File: config.mk
export PLATFORM = sky130hd
export DESIGN_NAME = branch_resolve_unit
export DESIGN_NICKNAME = d
export VERILOG_FILES = /design/src/rtl/branch_resolve_unit.sv
export SDC_FILE = /design/constraint.sdc
export NUM_CORES = 1
export LEC_CHECK = 0
export CORE_ASPECT_RATIO = 0.8
export CORE_UTILIZATION = 51
export DETAILED_ROUTE_END_ITERATION = 8
export PLACE_DENSITY = 0.84
export SETUP_SLACK_MARGIN = 0.15
export SLEW_MARGIN = 0
export SYNTH_ARGS = -nofsm -noshare
export SYNTH_HDL_FRONTEND = slang
export SYNTH_SLANG_ARGS = --single-unit
File: constraint.sdc
create_clock -name clock -period 3.5 [get_ports clock]
set_input_delay 0.875 -clock clock [delete_from_list [all_inputs] [get_ports clock]]
set_output_delay 0.875 -clock clock [all_outputs]
set_load 0.005 [all_outputs]
File: src/rtl/branch_resolve_unit.sv
// rtl/branch_resolve_unit.sv - registered branch/jump resolution with 2-bit BHT and mispredict counter
module branch_resolve_unit #(
  parameter int XLEN        = 32,
  parameter int BHT_ENTRIES = 16,
  parameter int CNT_WIDTH   = 16
) (
  input  logic                 clock,
  input  logic                 reset,
  input  logic                 in_valid,
  output logic                 in_ready,
  input  logic [1:0]           mode,
  input  logic [2:0]           funct3,
  input  logic [XLEN-1:0]      imm_j,
  input  logic [XLEN-1:0]      imm_i,
  input  logic [XLEN-1:0]      imm_b,
  input  logic [XLEN-1:0]      rs1,
  input  logic [XLEN-1:0]      rs2,
  input  logic [XLEN-1:0]      pc,
  input  logic                 pred_taken,
  output logic                 out_valid,
  input  logic                 out_ready,
  output logic [XLEN-1:0]      next_pc,
  output logic [XLEN-1:0]      link_value,
  output logic                 taken,
  output logic                 mispredict,
  output logic                 bad_funct3,
  output logic                 misaligned,
  input  logic [XLEN-1:0]      lookup_pc,
  output logic                 lookup_taken,
  output logic [CNT_WIDTH-1:0] mispredict_count
);
  localparam int IDX_W = $clog2(BHT_ENTRIES);
  localparam logic [1:0] MODE_JAL       = 2'd0;
  localparam logic [1:0] MODE_JALR      = 2'd1;
  localparam logic [1:0] MODE_BRANCH    = 2'd2;
  localparam logic [1:0] MODE_INCREMENT = 2'd3;

  logic                 out_valid_q, out_valid_d;
  logic [XLEN-1:0]      next_pc_q, next_pc_d;
  logic [XLEN-1:0]      link_value_q, link_value_d;
  logic                 taken_q, taken_d;
  logic                 mispredict_q, mispredict_d;
  logic                 bad_funct3_q, bad_funct3_d;
  logic                 misaligned_q, misaligned_d;
  logic [CNT_WIDTH-1:0] cnt_q, cnt_d;
  logic [1:0]           bht_q [BHT_ENTRIES];
  logic [1:0]           bht_d [BHT_ENTRIES];

  logic            accept, is_branch, cond, bad_cond, res_taken;
  logic            eq, lt_s, lt_u;
  logic [XLEN-1:0] seq, jalr_sum, target;
  logic [IDX_W-1:0] upd_idx;
  logic            unused_addr_bits;

  assign in_ready = !out_valid_q || out_ready;
  assign accept   = in_valid && in_ready;
  assign upd_idx  = pc[2 +: IDX_W];

  always_comb begin
    eq       = (rs1 == rs2);
    lt_s     = ($signed(rs1) < $signed(rs2));
    lt_u     = (rs1 < rs2);
    cond     = 1'b0;
    bad_cond = 1'b0;
    case (funct3)
      3'b000:  cond = eq;
      3'b001:  cond = !eq;
      3'b100:  cond = lt_s;
      3'b101:  cond = !lt_s;
      3'b110:  cond = lt_u;
      3'b111:  cond = !lt_u;
      default: bad_cond = 1'b1;
    endcase
  end

  always_comb begin
    seq       = pc + XLEN'(4);
    jalr_sum  = rs1 + imm_i;
    is_branch = (mode == MODE_BRANCH);
    res_taken = 1'b0;
    target    = seq;
    case (mode)
      MODE_JAL: begin
        res_taken = 1'b1;
        target    = pc + imm_j;
      end
      MODE_JALR: begin
        res_taken = 1'b1;
        target    = {jalr_sum[XLEN-1:1], 1'b0};
      end
      MODE_BRANCH: begin
        res_taken = cond;
        target    = cond ? (pc + imm_b) : seq;
      end
      MODE_INCREMENT: begin
        res_taken = 1'b0;
        target    = seq;
      end
      default: ;
    endcase
  end

  // Output register: load on accept, drop valid once consumed without a refill.
  always_comb begin
    out_valid_d  = out_valid_q;
    next_pc_d    = next_pc_q;
    link_value_d = link_value_q;
    taken_d      = taken_q;
    mispredict_d = mispredict_q;
    bad_funct3_d = bad_funct3_q;
    misaligned_d = misaligned_q;
    if (accept) begin
      out_valid_d  = 1'b1;
      next_pc_d    = target;
      link_value_d = seq;
      taken_d      = res_taken;
      mispredict_d = is_branch && !bad_cond && (cond != pred_taken);
      bad_funct3_d = is_branch && bad_cond;
      misaligned_d = res_taken && target[1];
    end else if (out_ready) begin
      out_valid_d = 1'b0;
    end
  end

  always_comb begin
    bht_d = bht_q;
    if (accept && is_branch && !bad_cond) begin
      if (cond && (bht_q[upd_idx] != 2'b11)) begin
        bht_d[upd_idx] = bht_q[upd_idx] + 2'd1;
      end else if (!cond && (bht_q[upd_idx] != 2'b00)) begin
        bht_d[upd_idx] = bht_q[upd_idx] - 2'd1;
      end
    end
  end

  always_comb begin
    cnt_d = cnt_q;
    if (out_valid_q && out_ready && mispredict_q && (cnt_q != {CNT_WIDTH{1'b1}})) begin
      cnt_d = cnt_q + CNT_WIDTH'(1);
    end
  end

  always_ff @(posedge clock or negedge reset) begin
    if (!reset) begin
      out_valid_q  <= 1'b0;
      next_pc_q    <= '0;
      link_value_q <= '0;
      taken_q      <= 1'b0;
      mispredict_q <= 1'b0;
      bad_funct3_q <= 1'b0;
      misaligned_q <= 1'b0;
      cnt_q        <= '0;
      for (int i = 0; i < BHT_ENTRIES; i++) begin
        bht_q[i] <= 2'b01;
      end
    end else begin
      out_valid_q  <= out_valid_d;
      next_pc_q    <= next_pc_d;
      link_value_q <= link_value_d;
      taken_q      <= taken_d;
      mispredict_q <= mispredict_d;
      bad_funct3_q <= bad_funct3_d;
      misaligned_q <= misaligned_d;
      cnt_q        <= cnt_d;
      bht_q        <= bht_d;
    end
  end

  assign out_valid        = out_valid_q;
  assign next_pc          = next_pc_q;
  assign link_value       = link_value_q;
  assign taken            = taken_q;
  assign mispredict       = mispredict_q;
  assign bad_funct3       = bad_funct3_q;
  assign misaligned       = misaligned_q;
  assign mispredict_count = cnt_q;
  assign lookup_taken     = bht_q[lookup_pc[2 +: IDX_W]][1];

  // Only the index field of each address reaches the table.
  assign unused_addr_bits = ^{pc, lookup_pc};
endmodule

==> flow_summary.ini <==
[run_status]
outcome = complete, but fails checks
violations = setup timing

[pwr]
switching_power_mw = 2.44
share_comb_of_total_power_pct = 46.8
powerDensity_nw_per_um2 = 338
power.share.switching_pct = 36.2
max-vdd-ir-drop_mv = 0.342
pwr-share-seq_pct = 25.0
cellInternalPower_mw = 4.30
p_leak_nw = 9.02
pwr-share-clk_pct = 28.2

[synthesis]
yosys.cell_types.count = 84
yosys.area.top_type = dfrtp_1
synth_enable_flop_cells = 0
ys.flop_type = dfrtp_1
syn_inst = 1427
synthTopCellsByCount = nand2_1 (150), ha_1 (131), a21oi_1 (113)
synth_most_common_cell = nand2_1
ys_ff_latch = 117
synth_fp_nets = 1795
yosysSeqAreaShare_pct = 24.5
syn_area_um2 = 12100
yosysWarnings = 0
synth_area_leaders = dfrtp_1 (21%), ha_1 (14%), xnor2_1 (4.9%), a21oi_1 (4.7%), nand2_1 (4.7%)
yosysTopAreaCellShare_pct = 21.0
synth.avg_cell_area_um2 = 8.45
async_reset_ff_share_pct = 100

[clocking]
clk_latency_ps = 440
root_buffer = clkbuf_16
cts_max_level = 4
cts_tree = done
clock-sinks = 117
clock_path_buffers = 2
cts_buffers = 17
cts_hold_buf = 0
clk_pin_slew_ps = 60

[grt]
antenna_found_initial = 3
grtUsageTotal_pct = 42.1
overflow = 0
grt_pass1_vias = 14900
grt_start_max_net_pins = 73
grt_pass1_wl_um = 79900

[critical_path]
crit_type = primary input to flop
cp_data_required_time_ps = 3830
crit_path_end_kind = flop
start_kind = primary input
worst_ep_arrival_time_ps = 3850
path_max_fanout = 8
reg2reg_setup_slack_ps = 540

[floorplanning]
die_w_um = 174
pin_count = 321
start_util_pct = 52.9
fp-row-count = 49
core_area_um2 = 22800
die_area_um2 = 24300
dieHeight_um = 140

[timing]
worstMarginPinSlew_ps = 788
fmax_ghz = 0.284
setup_viol = 2
fin_ws_ps = -19.5
finalHoldWorstSlack_ps = 297
rsz0062_at_grt = true
hold_viol_final = 0
min_period_over_period_pct = 101
min_period_ps = 3520
fin_skew_ps = 10.1
slew_viol_final = 0
slew_headroom_pct = 47.4

[final_layout]
area_growth_pct = 65.2
layout-drive-gt1-share_pct = 33.9
final_nets = 2433

[detailed_routing]
initialDrtViolationCount = 1918
via_count = 15500
final_antenna_net_count = 0
routed_wl_um = 56300
drc = 0
via_per_inst = 6.50
wl_per_cell_um = 23.6
drt_pass1_iterations = 6

[placement]
routabilityCongestion = 0.952
post-place-ws_ps = -733
dp_hpwl_um = 37400
io_buffers = 292

[min_path]
hold_class = primary input to async pin

[flow_run]
drv_cap = 0
## worst paths after layout
check | from | endpoint | cells past startpoint
setup / recovery | pc[2] | bht_q[15] | 14
hold / removal | reset | bht_q[31] | 1
setup reg to reg | bht_q[9] | bht_q[15] | 9
hold reg to reg | next_pc[13] | next_pc[13] | 2
max in group asynchronous | reset | next_pc[15] | 2
min in group clock | next_pc[13] | next_pc[13] | 2
## cells in the final DEF (no fill, tap or decap), types with 18 or more instances in the layout
| cell | n |
|---|---|
| a21o_1 | 29 |
| a21oi_1 | 94 |
| and3_1 | 20 |
| buf_4 | 344 |
| buf_6 | 26 |
| clkbuf_16 | 18 |
| clkbuf_2 | 24 |
| clkdlybuf4s50_1 | 201 |
| dfrtp_1 | 101 |
| dlygate4sd2_1 | 30 |
| ha_1 | 85 |
| ha_4 | 38 |
| inv_1 | 40 |
| inv_2 | 23 |
| mux2_2 | 19 |
| mux2i_1 | 18 |
| nand2_1 | 145 |
| nand2b_1 | 18 |
| nand3_1 | 43 |
| nand4_1 | 36 |
| nor2_1 | 80 |
| nor3_1 | 25 |
| o211ai_1 | 20 |
| o21ai_0 | 79 |
| xnor2_1 | 66 |
| xor2_1 | 41 |
## worst max-delay path, cell delays in order
cell and delay (ps):
clkdlybuf4s15_1 180, buf_6 130, buf_12 150, mux4_2 530, mux2_4 320, o21ai_4 210, inv_1 90, ha_2 240
a21oi_4 150, o21bai_4 180, buf_12 140, buf_16 110, nand4_1 190, mux2_4 350
## cell families (layout without fill, tap and decap cells)
logic type	Yosys count	in the layout	synth area share, %
adder cells (fa/ha/maj)	134	134	14.1
AO/OA/AOI/OAI	426	426	23.4
XOR/XNOR	109	109	7.92
AND/OR/NAND/NOR	459	459	18.9
multiplexers	69	69	7.53
buffers and inverters	113	764	3.73
flip-flops	117	117	24.5
other	0	3	0
## metal layers
metal,GRT usage (%),part of all wire [%]
met1,52.3,37
met3,7.98,11
met4,21.7,6.5
met2,69.6,45
met5,0,0.018
## through the flow
| stage | area, um^2 | setup TNS, ps | power [mW] | cells | util [%] |
|---|---|---|---|---|---|
| 3_3_place_gp | 17700 | -36150 | 4.24 | 2310 | 77.8 |
| 4_1_cts | 19200 | 0 | 6.36 | 2366 | 84.2 |
| 6_report | 19900 | -36.8 | 6.74 | 2387 | 87.3 |
| 3_5_place_dp | 17700 | -41330 | 4.32 | 2310 | 77.8 |
| 5_1_grt | 19900 | -455 | 6.95 | 2386 | 87.3 |
| 2_1_floorplan | 12100 | 0 | 2.88 | 1427 | - |
## area by class of cell
type                            count  area [um^2]
Antenna cell                        3         7.51
Timing Repair Buffer              665         5810
Inverter                           67          256
Sequential cell                   117         2950
Tap cell                          306          383
Clock inverter                     14          174
Fill cell                        1185         2890
Multi-Input combinational cell   1197         9900
Clock buffer                       18          439
## power by group through the flow
stage / clock network (mW) / registers (mW) / logic (mW)
2_1_floorplan: 0 / 1.66 / 1.22
3_3_place_gp: 0 / 1.68 / 2.56
3_5_place_dp: 0 / 1.69 / 2.63
4_1_cts: 1.88 / 1.67 / 2.81
5_1_grt: 1.93 / 1.70 / 3.32
6_report: 1.90 / 1.68 / 3.15
## timing repair
item                                    in CTS  in global routing
setup buffers                               23                 17
gates resized for setup                    277                189
endpoints found under the setup margin      70                 61
cloned                                       1                  1
pin swaps                                   84                 81
No activity file was read; power rests on OpenSTA's default activity.
